**config.mk**
```make
export PLATFORM = sky130hd
export DESIGN_NAME = ss_magn_limit_sched
export DESIGN_NICKNAME = d
export VERILOG_FILES = /design/src/rtl/ss_magn_limit_sched_pkg.sv /design/src/rtl/ss_lane_density_cnt.sv /design/src/rtl/ss_magn_limit_sched.sv
export SDC_FILE = /design/constraint.sdc
export NUM_CORES = 1
export LEC_CHECK = 0
export ABC_AREA = 1
export BUFFER_PORTS_ARGS = -buffer_cell sky130_fd_sc_hd__buf_4
export CAP_MARGIN = 20
export CORE_ASPECT_RATIO = 1.4
export CORE_MARGIN = 2
export CORE_UTILIZATION = 52
export DETAILED_ROUTE_END_ITERATION = 12
export PLACE_DENSITY = 0.78
export SYNTH_ARGS = -nofsm -noshare
export SYNTH_HDL_FRONTEND = slang
export SYNTH_SLANG_ARGS = --single-unit
export TNS_END_PERCENT = 10
```
**constraint.sdc**
```tcl
create_clock -name clk_i -period 8.95 [get_ports clk_i]
set_input_delay 0 -clock clk_i [delete_from_list [all_inputs] [get_ports clk_i]]
set_output_delay 0 -clock clk_i [all_outputs]
set_load 0.01 [all_outputs]
```
**src/rtl/ss_magn_limit_sched_pkg.sv**
```systemverilog
// Shared state encoding and LIMIT constants for the magnitude-limit epoch scheduler.
package ss_magn_limit_sched_pkg;

  typedef enum logic [1:0] {
    ST_IDLE   = 2'd0,
    ST_CLR    = 2'd1,
    ST_RUN    = 2'd2,
    ST_UPDATE = 2'd3
  } state_e;

  localparam int                 LIMIT_W   = 8;
  localparam logic [LIMIT_W-1:0] LIMIT_MAX = 8'd255;

endpackage

```
**src/rtl/ss_lane_density_cnt.sv**
```systemverilog
// One lane: saturating ones counter, dead-band compare and saturating LIMIT step.
// Optional clamp flag output when SS_MAGN_SCHED_STATUS_EN is defined.
module ss_lane_density_cnt
  import ss_magn_limit_sched_pkg::*;
#(
  parameter int CNT_W      = 12,
  parameter int LIMIT_INIT = 5
) (
  input  logic               clk_i,
  input  logic               init_i,
  input  logic               clr_i,
  input  logic               run_i,
  input  logic               upd_i,
  input  logic               lane_out_i,
  input  logic [CNT_W-1:0]   target_i,
  input  logic [CNT_W-1:0]   tol_i,
`ifdef SS_MAGN_SCHED_STATUS_EN
  output logic               sat_o,
`endif
  output logic [LIMIT_W-1:0] limit_o
);

  localparam logic [LIMIT_W-1:0] LIMIT_RST = LIMIT_W'(LIMIT_INIT);

  logic [CNT_W-1:0]   cnt_q, cnt_d;
  logic [LIMIT_W-1:0] limit_q, limit_d;
  logic [CNT_W:0]     lo_sum, hi_sum;
  logic               want_inc, want_dec;

  // One extra bit so c+TOL and TARGET+TOL never wrap.
  assign lo_sum   = {1'b0, cnt_q} + {1'b0, tol_i};
  assign hi_sum   = {1'b0, target_i} + {1'b0, tol_i};
  assign want_inc = lo_sum < {1'b0, target_i};
  assign want_dec = {1'b0, cnt_q} > hi_sum;

  always_comb begin
    cnt_d   = cnt_q;
    limit_d = limit_q;
    if (clr_i) begin
      cnt_d = '0;
    end else if (run_i && lane_out_i && (cnt_q != '1)) begin
      cnt_d = cnt_q + 1'b1;
    end
    if (upd_i) begin
      if (want_inc && (limit_q != LIMIT_MAX)) begin
        limit_d = limit_q + 1'b1;
      end else if (want_dec && (limit_q != '0)) begin
        limit_d = limit_q - 1'b1;
      end
    end
  end

  always_ff @(posedge clk_i) begin
    if (init_i) begin
      cnt_q   <= '0;
      limit_q <= LIMIT_RST;
    end else begin
      cnt_q   <= cnt_d;
      limit_q <= limit_d;
    end
  end

  assign limit_o = limit_q;

`ifdef SS_MAGN_SCHED_STATUS_EN
  logic sat_q, sat_d;

  always_comb begin
    sat_d = sat_q;
    if (upd_i) begin
      sat_d = (want_inc && (limit_q == LIMIT_MAX)) || (want_dec && (limit_q == '0));
    end
  end

  always_ff @(posedge clk_i) begin
    if (init_i) begin
      sat_q <= 1'b0;
    end else begin
      sat_q <= sat_d;
    end
  end

  assign sat_o = sat_q;
`endif

endmodule

```
**src/rtl/ss_magn_limit_sched.sv**
```systemverilog
// Epoch scheduler (IDLE -> CLR -> RUN x L -> UPDATE) driving N_LANE density/limit lanes.
// Define SS_MAGN_SCHED_STATUS_EN to add the per-lane limit_sat_o clamp flags.
module ss_magn_limit_sched
  import ss_magn_limit_sched_pkg::*;
#(
  parameter int N_LANE     = 4,
  parameter int CNT_W      = 12,
  parameter int LIMIT_INIT = 5
) (
  input  logic                      clk_i,
  input  logic                      init_i,
  input  logic                      start_i,
  input  logic                      cont_i,
  input  logic [CNT_W-1:0]          epoch_len_i,
  input  logic [CNT_W-1:0]          target_i,
  input  logic [CNT_W-1:0]          tol_i,
  input  logic [N_LANE-1:0]         lane_out_i,
  output logic [N_LANE-1:0]         lane_init_o,
  output logic [LIMIT_W*N_LANE-1:0] limit_o,
`ifdef SS_MAGN_SCHED_STATUS_EN
  output logic [N_LANE-1:0]         limit_sat_o,
`endif
  output logic                      busy_o,
  output logic                      done_o
);

  state_e           state_q, state_d;
  logic [CNT_W-1:0] len_q, len_d;
  logic [CNT_W-1:0] ep_cnt_q, ep_cnt_d;

  always_comb begin
    state_d  = state_q;
    len_d    = len_q;
    ep_cnt_d = ep_cnt_q;
    case (state_q)
      ST_IDLE: begin
        if (start_i) state_d = ST_CLR;
      end
      ST_CLR: begin
        // A zero length would never terminate RUN; treat it as one cycle.
        len_d    = (epoch_len_i == '0) ? CNT_W'(1) : epoch_len_i;
        ep_cnt_d = '0;
        state_d  = ST_RUN;
      end
      ST_RUN: begin
        ep_cnt_d = ep_cnt_q + 1'b1;
        if (ep_cnt_d == len_q) state_d = ST_UPDATE;
      end
      ST_UPDATE: begin
        state_d = cont_i ? ST_CLR : ST_IDLE;
      end
      default: state_d = ST_IDLE;
    endcase
  end

  always_ff @(posedge clk_i) begin
    if (init_i) begin
      state_q  <= ST_IDLE;
      len_q    <= '0;
      ep_cnt_q <= '0;
    end else begin
      state_q  <= state_d;
      len_q    <= len_d;
      ep_cnt_q <= ep_cnt_d;
    end
  end

  assign lane_init_o = {N_LANE{init_i || (state_q == ST_CLR)}};
  assign busy_o      = (state_q != ST_IDLE);
  assign done_o      = (state_q == ST_UPDATE);

  for (genvar i = 0; i < N_LANE; i++) begin : g_lane
    ss_lane_density_cnt #(
      .CNT_W      (CNT_W),
      .LIMIT_INIT (LIMIT_INIT)
    ) u_lane (
      .clk_i      (clk_i),
      .init_i     (init_i),
      .clr_i      (state_q == ST_CLR),
      .run_i      (state_q == ST_RUN),
      .upd_i      (state_q == ST_UPDATE),
      .lane_out_i (lane_out_i[i]),
      .target_i   (target_i),
      .tol_i      (tol_i),
`ifdef SS_MAGN_SCHED_STATUS_EN
      .sat_o      (limit_sat_o[i]),
`endif
      .limit_o    (limit_o[LIMIT_W*i +: LIMIT_W])
    );
  end

endmodule

```
==> flow_metrics.tcl, run 1 <==
set metrics [dict create \
    placed_area_um2 11950 \
    clk_pin_slew_worst_paths_ps 70 \
    tritoncts "done" \
    hold_path_depth 5 \
    yosys.area.top_type "ha_1" \
    via_per_inst 5.569 \
    final_util_pct 58.81 \
    dp_hpwl_um 24330 \
    cts_hold_buf 14 \
    htreeDepth 3 \
    synthTopCellsByArea "ha_1, dfxtp_1, nand2_1" \
    ys_warn_count 0 \
    n_antenna_cell 0 \
    required_ps 9260 \
    period_needed_ps 4409 \
    num_rows 63 \
    finalSetupViolations 0 \
    crit_type "flip-flop to flip-flop" \
    grt_setup_unrepaired "false" \
    drive_above_1_share_pct 8.243 \
    tightestPinTransition_ps 975.9 \
    ys.flop_type "dfxtp_1" \
    irDropWorstVdd_uv 154.5 \
    cp_max_fo 9 \
    hp-class "input pin to flip-flop" \
    synth_most_common_cell "nand2_1" \
    fin_area_um2 12380 \
    synth_area_per_cell_um2 6.661 \
    areaGrowthSynthToFinish_pct 11.46 \
    pwr_density_cell_nw_per_um2 141.1 \
    clockBufferDepth 2 \
    worstPathArrival_ps 4720 \
    post_cts.repair.setup_buffers 0 \
    clock-root-buffer "clkbuf_16" \
    cts_sinks 106 \
    fmax_mhz 226.8 \
    fp.dieW_um 127.5 \
    status "finished clean" \
    finalWorstSetupSlack_ps 4541 \
    cpMaxStageDelayCell "dfxtp_1" \
    synth_edf_count 0 \
    timing.hold.ws_ps 16.12 \
    syn_nets 1906 \
    routabilityCongestion 0.9648 \
    track_usage_pct 28.10 \
    grt_max_degree 44 \
    cts_made_buffers 9 \
    cts.repair.resized 0 \
    worstSetupEndpointType "flip-flop" \
    cap_violations 0 \
    multi_input_area_um2 8049 \
    fin_worst_skew_ps 8.559 \
    vias 11244 \
    finalCritPeriodShare_pct 49.26 \
    synth_seq_area_share_pct 19.11 \
    die_area_um2 22560 \
    ioPinCount 82 \
    final_nets 1993 \
    fillers 1998 \
    ys_ff_latch 106 \
    core_area_um2 21050 \
    gr-total-overflow 0 \
    r2r_slack_ps 4540 \
    drtIter0Drc 649 \
    grt_pass1_wl_um 50530 \
    dp_cells 1989 \
    slew_viol_final 0 \
    power_mw 1.746 \
    place_ws_ps 4583 \
    critPathMostFrequentCell "nand2_1" \
    ff_latch_area_um2 2122 \
    yosysTopAreaCellShare_pct 20.96 \
    instances_no_fill 2019 \
    syn-instance-count 1667 \
    ant_nets 0 \
    antenna_found_initial 0 \
    portBuffers 81 \
    clkLatencyLatePin_ps 380 \
    drcViolationCount 0 \
    start_util_pct 52.76 \
    routed_wl_um 31120 \
    relSlewSlack_pct 34.47 \
    synth_area_um2 11100 \
    grt_pass1_vias 10571 \
    detail_route.first_pass.iterations 5 \
    tns_ps 0 \
    final-hold-violation-count 0 \
    start_kind "flip-flop" \
    yosys.cell_types.count 50 \
    die_y_um 176.9 \
    synthArstFlopShare_pct 0 \
    worstRegToRegCells 28 \
    synth_common_cells "nand2_1, inv_1, ha_1, nor2_1, a21oi_1" \
    critical_path.max_stage_delay_ps 410 \
    routedWlPerCell_um 15.41 \
    power.leakage_nw 6.008 \
]
## where the power goes
part / internal (mW) / switching [mW] / leakage (nW)
sequential: 0.516 / 0.0553 / 0.858
combinational: 0.288 / 0.487 / 5.01
clock: 0.194 / 0.207 / 0.138
## worst paths after layout
check                                         start                                  endpoint
max          g_lane[2].u_lane.cnt_q[0]$_SDFFE_PP0P_  g_lane[2].u_lane.limit_o[7]$_SDFFE_PP0P_
min                                          cont_i                   state_q[0]$_SDFFE_PP0P_
max reg2reg  g_lane[2].u_lane.cnt_q[0]$_SDFFE_PP0P_  g_lane[2].u_lane.limit_o[7]$_SDFFE_PP0P_
min reg2reg                   len_q[4]$_SDFFE_PP0P_                     len_q[4]$_SDFFE_PP0P_
## sequential cells by signal, summed over array words and instances (netlist names)
signal and flops:
g_lane.u_lane.cnt_q 48, g_lane.u_lane.limit_o 32, ep_cnt_q 12, state_q 2, len_q 12
## area by class of cell
cell class | count | share of cell area (%)
sequential | 106 | 17.15
clock buffer | 9 | 1.820
tap | 260 | 2.628
clock inverter | 7 | 0.5055
multi-input combinational | 1319 | 65.03
timing repair buffer | 97 | 6.167
inverter | 221 | 6.702
## cell usage in the layout, fill, tap and decap left out, types with 13 or more instances in the layout
cell type	instances
nor4_1	13
xor2_1	48
buf_4	83
nand3_1	110
nand2_2	13
inv_1	209
nor2_1	155
a21oi_1	151
dfxtp_1	106
o21ai_0	76
nand4_1	24
ha_1	186
nand2_1	385
dlygate4sd3_1	14
nor3_1	37
xnor2_1	33
## per-layer routing
layer,part of all wire [%],track usage [%]
met1,41,32.69
met2,48,49.24
met3,5.6,3.779
met4,5.6,15.98
met5,0,0
## critical path, delay by kind of cell (launching register included)
family | cells | cell delay (ps)
and+or+nand+nor | 13 | 1300
buffers and inverters | 4 | 190
xor gates and xnor gates | 1 | 150
AOI/OAI and AO/OA | 6 | 1030
DFF | 1 | 410
adders and majority gates | 4 | 1270
## logic make-up (layout without fill, tap and decap cells)
kind of cell / after synthesis / in the layout / synth area share, %
adder cells (fa/ha/maj): 195 / 195 / 22.58
AND/OR/NAND/NOR: 765 / 765 / 29.75
buffers and inverters: 242 / 334 / 8.406
flip-flops: 106 / 106 / 19.11
XOR/XNOR: 81 / 81 / 6.389
AO/OA/AOI/OAI: 278 / 278 / 13.77
(Power assumes the default switching activity.)
==> run 2, diff against run 1 <==
--- a/config.mk
+++ b/config.mk
@@ -5,14 +5,14 @@
 export SDC_FILE = /design/constraint.sdc
 export NUM_CORES = 1
 export LEC_CHECK = 0
-export ABC_AREA = 1
+export ABC_AREA = 0
 export BUFFER_PORTS_ARGS = -buffer_cell sky130_fd_sc_hd__buf_4
 export CAP_MARGIN = 20
 export CORE_ASPECT_RATIO = 1.4
 export CORE_MARGIN = 2
 export CORE_UTILIZATION = 52
 export DETAILED_ROUTE_END_ITERATION = 12
-export PLACE_DENSITY = 0.78
+export PLACE_DENSITY = 0.81
 export SYNTH_ARGS = -nofsm -noshare
 export SYNTH_HDL_FRONTEND = slang
 export SYNTH_SLANG_ARGS = --single-unit
==> constraint.sdc (replaced) <==
create_clock -name clk_i -period 3.5 [get_ports clk_i]
set_input_delay 0 -clock clk_i [delete_from_list [all_inputs] [get_ports clk_i]]
set_output_delay 0 -clock clk_i [all_outputs]
set_load 0.01 [all_outputs]
==> flow_metrics.tcl, run 2 <==
set metrics [dict create \
    start_util_pct 52.66 \
    violations "negative setup slack" \
    grt_max_degree 69 \
    synth_most_common_cell "ha_1" \
    ioPinCount 82 \
    synthMuxAreaShare_pct 1.122 \
    power.leakage_nw 6.788 \
    period_needed_ps 5040 \
    place_ws_ps -1549 \
    drive_above_1_share_pct 29.69 \
    regMostFlops "g_lane.u_lane.cnt_q" \
    clock-root-buffer "clkbuf_16" \
    routabilityCongestion 0.9448 \
    clk_pin_slew_worst_paths_ps 80 \
    synth_top_family_by_area "adder cells" \
    final_nets 1926 \
    synthArstFlopShare_pct 0 \
    worstSetupEndpointType "flip-flop" \
    detail_route.first_pass.iterations 5 \
    synth_area_per_cell_um2 8.078 \
    ys_warn_count 0 \
    yosysTopAreaCellShare_pct 21.74 \
    htreeDepth 3 \
    syn_nets 1564 \
    final_common_cell "buf_4" \
    grt_pass1_vias 11828 \
    tns_ps -26890 \
    instances_no_fill 1947 \
    fmax_mhz 198.4 \
    core_area_um2 20320 \
    tightestPinTransition_ps 920.6 \
    finalCritPeriodShare_pct 144.0 \
    ys.flop_type "dfxtp_1" \
    clkLatencyLatePin_ps 380 \
    yosys.cell_types.count 66 \
    grt_pass1_wl_um 56090 \
    finalWorstSetupSlack_ps -1540 \
    antenna_found_initial 0 \
    tritoncts "done" \
    synth_common_cells "ha_1, nor2_1, a21oi_1, dfxtp_1, nand2_1" \
    irDropWorstVdd_uv 289.2 \
    pwr_density_cell_nw_per_um2 331.0 \
    relSlewSlack_pct 38.19 \
    cts_sinks 106 \
    areaGrowthSynthToFinish_pct 38.61 \
    yosys.area.top_type "ha_1" \
    most-common-layout-cells "buf_4, ha_1, nor2_1, dfxtp_1, a21oi_1" \
    routed_wl_um 36090 \
    routedWlPerCell_um 18.54 \
    cpMaxStageDelayCell "or4_4" \
    synthAdderAreaFrac_pct 23.43 \
    synth-simple-area-share_pct 21.05 \
    num_rows 62 \
    die_area_um2 21760 \
    critical_path.max_stage_delay_ps 550 \
    ant_nets 0 \
    slew_viol_final 0 \
    hp-class "input pin to flip-flop" \
    via_per_inst 6.134 \
    fp.dieW_um 125.3 \
    final-hold-violation-count 0 \
    drcViolationCount 0 \
    grt_setup_unrepaired "true" \
    n_antenna_cell 0 \
    fin_worst_skew_ps 13.48 \
    synth_seq_area_share_pct 19.83 \
    die_y_um 173.8 \
    status "complete, but fails checks" \
    syn-instance-count 1325 \
    synthTopCellsByArea "ha_1, dfxtp_1, xnor2_1" \
    crit_type "flip-flop to flip-flop" \
    ys_ff_latch 106 \
    portBuffers 81 \
    synth_edf_count 0 \
    worstPathArrival_ps 5300 \
    start_kind "flip-flop" \
    vias 11943 \
    drtIter0Drc 765 \
    track_usage_pct 31.64 \
    cts_made_buffers 9 \
    gr-total-overflow 0 \
    clockBufferDepth 2 \
    cp_max_fo 5 \
    dp_hpwl_um 27120 \
    cap_violations 0 \
    synthXorXnorAreaFrac_pct 9.563 \
    synth_area_um2 10700 \
    finalSetupViolations 32 \
    required_ps 3760 \
    final_util_pct 72.99 \
    synth_compound_area_share_pct 21.42 \
    dp_cells 1905 \
    largest_reg_flops 48 \
]
run 2: cell count changes after synthesis, moves of 22 or more:
cell	change
nand2b_1	+22
nor2_1	-31
inv_1	-148
a21o_1	+27
nand3_1	-57
xnor2_1	+37
a21oi_1	-45
nand2_1	-305
run 2: final timing paths:
path / startpoint / end / slack (ps) / depth (start not counted)
max: g_lane[3].u_lane.cnt_q[0]$_SDFFE_PP0P_ / g_lane[3].u_lane.limit_o[7]$_SDFFE_PP0P_ / -1540 / 25
min: start_i / state_q[1]$_SDFFE_PP0P_ / 60 / 4
max reg2reg: g_lane[3].u_lane.cnt_q[0]$_SDFFE_PP0P_ / g_lane[3].u_lane.limit_o[7]$_SDFFE_PP0P_ / -1540 / 25
min reg2reg: len_q[0]$_SDFFE_PP0P_ / len_q[0]$_SDFFE_PP0P_ / 500 / 2
run 2: cell families after synthesis:
| kind of cell | after synthesis |
|---|---|
| muxes | 12 |
| xor gates and xnor gates | 116 |
| buffers and inverters | 94 |
| adders and majority gates | 195 |
| AOI/OAI and AO/OA | 351 |
| DFF | 106 |
| and+or+nand+nor | 451 |
run 2: critical path: cells and delay by family, from the launching register on:
kind	cells	cell delay, ps
AOI/OAI and AO/OA	10	1480
and+or+nand+nor	8	1760
DFF	1	360
buffers and inverters	2	100
xor gates and xnor gates	1	130
adders and majority gates	4	1070
run 2: routing by layer:
metal	share of wire, %	track usage (%)
met1	37	33.31
met3	4.5	4.105
met5	0	0
met2	50	56.57
met4	9.0	24.40
run 2: repair_timing:
item / 4_1_cts / 5_1_grt
hold buffers: 14 / 0
setup endpoints to repair: 32 / 32
pin swaps: 29 / 13
resized for setup: 46 / 45
hold endpoints to repair: 14 / 0
buffers inserted: 12 / 2
run 2: area by class of cell:
type | count | area, um2
timing repair buffer | 384 | 2942
sequential | 106 | 2138
tap | 256 | 320.3
fill | 1435 | 5489
clock inverter | 5 | 65.06
clock buffer | 10 | 250.2
multi-input combinational | 1125 | 8886
inverter | 61 | 234.0
run 2: power by group:
part / total (mW) / internal [mW] / leakage, nW / switching, mW
sequential: 1.39 / 1.29 / 0.861 / 0.0999
combinational: 2.38 / 1.09 / 5.77 / 1.29
clock: 1.15 / 0.607 / 0.155 / 0.540
run 2: metrics by stage:
stage | power, mW | hold slack (ps) | area [um2]
after detailed placement | 3.554 | 233.5 | 13840
after CTS | 4.767 | 60.20 | 14570
final | 4.911 | 64.22 | 14840
after global placement | 3.464 | 223.4 | 13840
after floorplan | 2.692 | 125.7 | 10980
after global routing | 5.150 | 136.0 | 14840
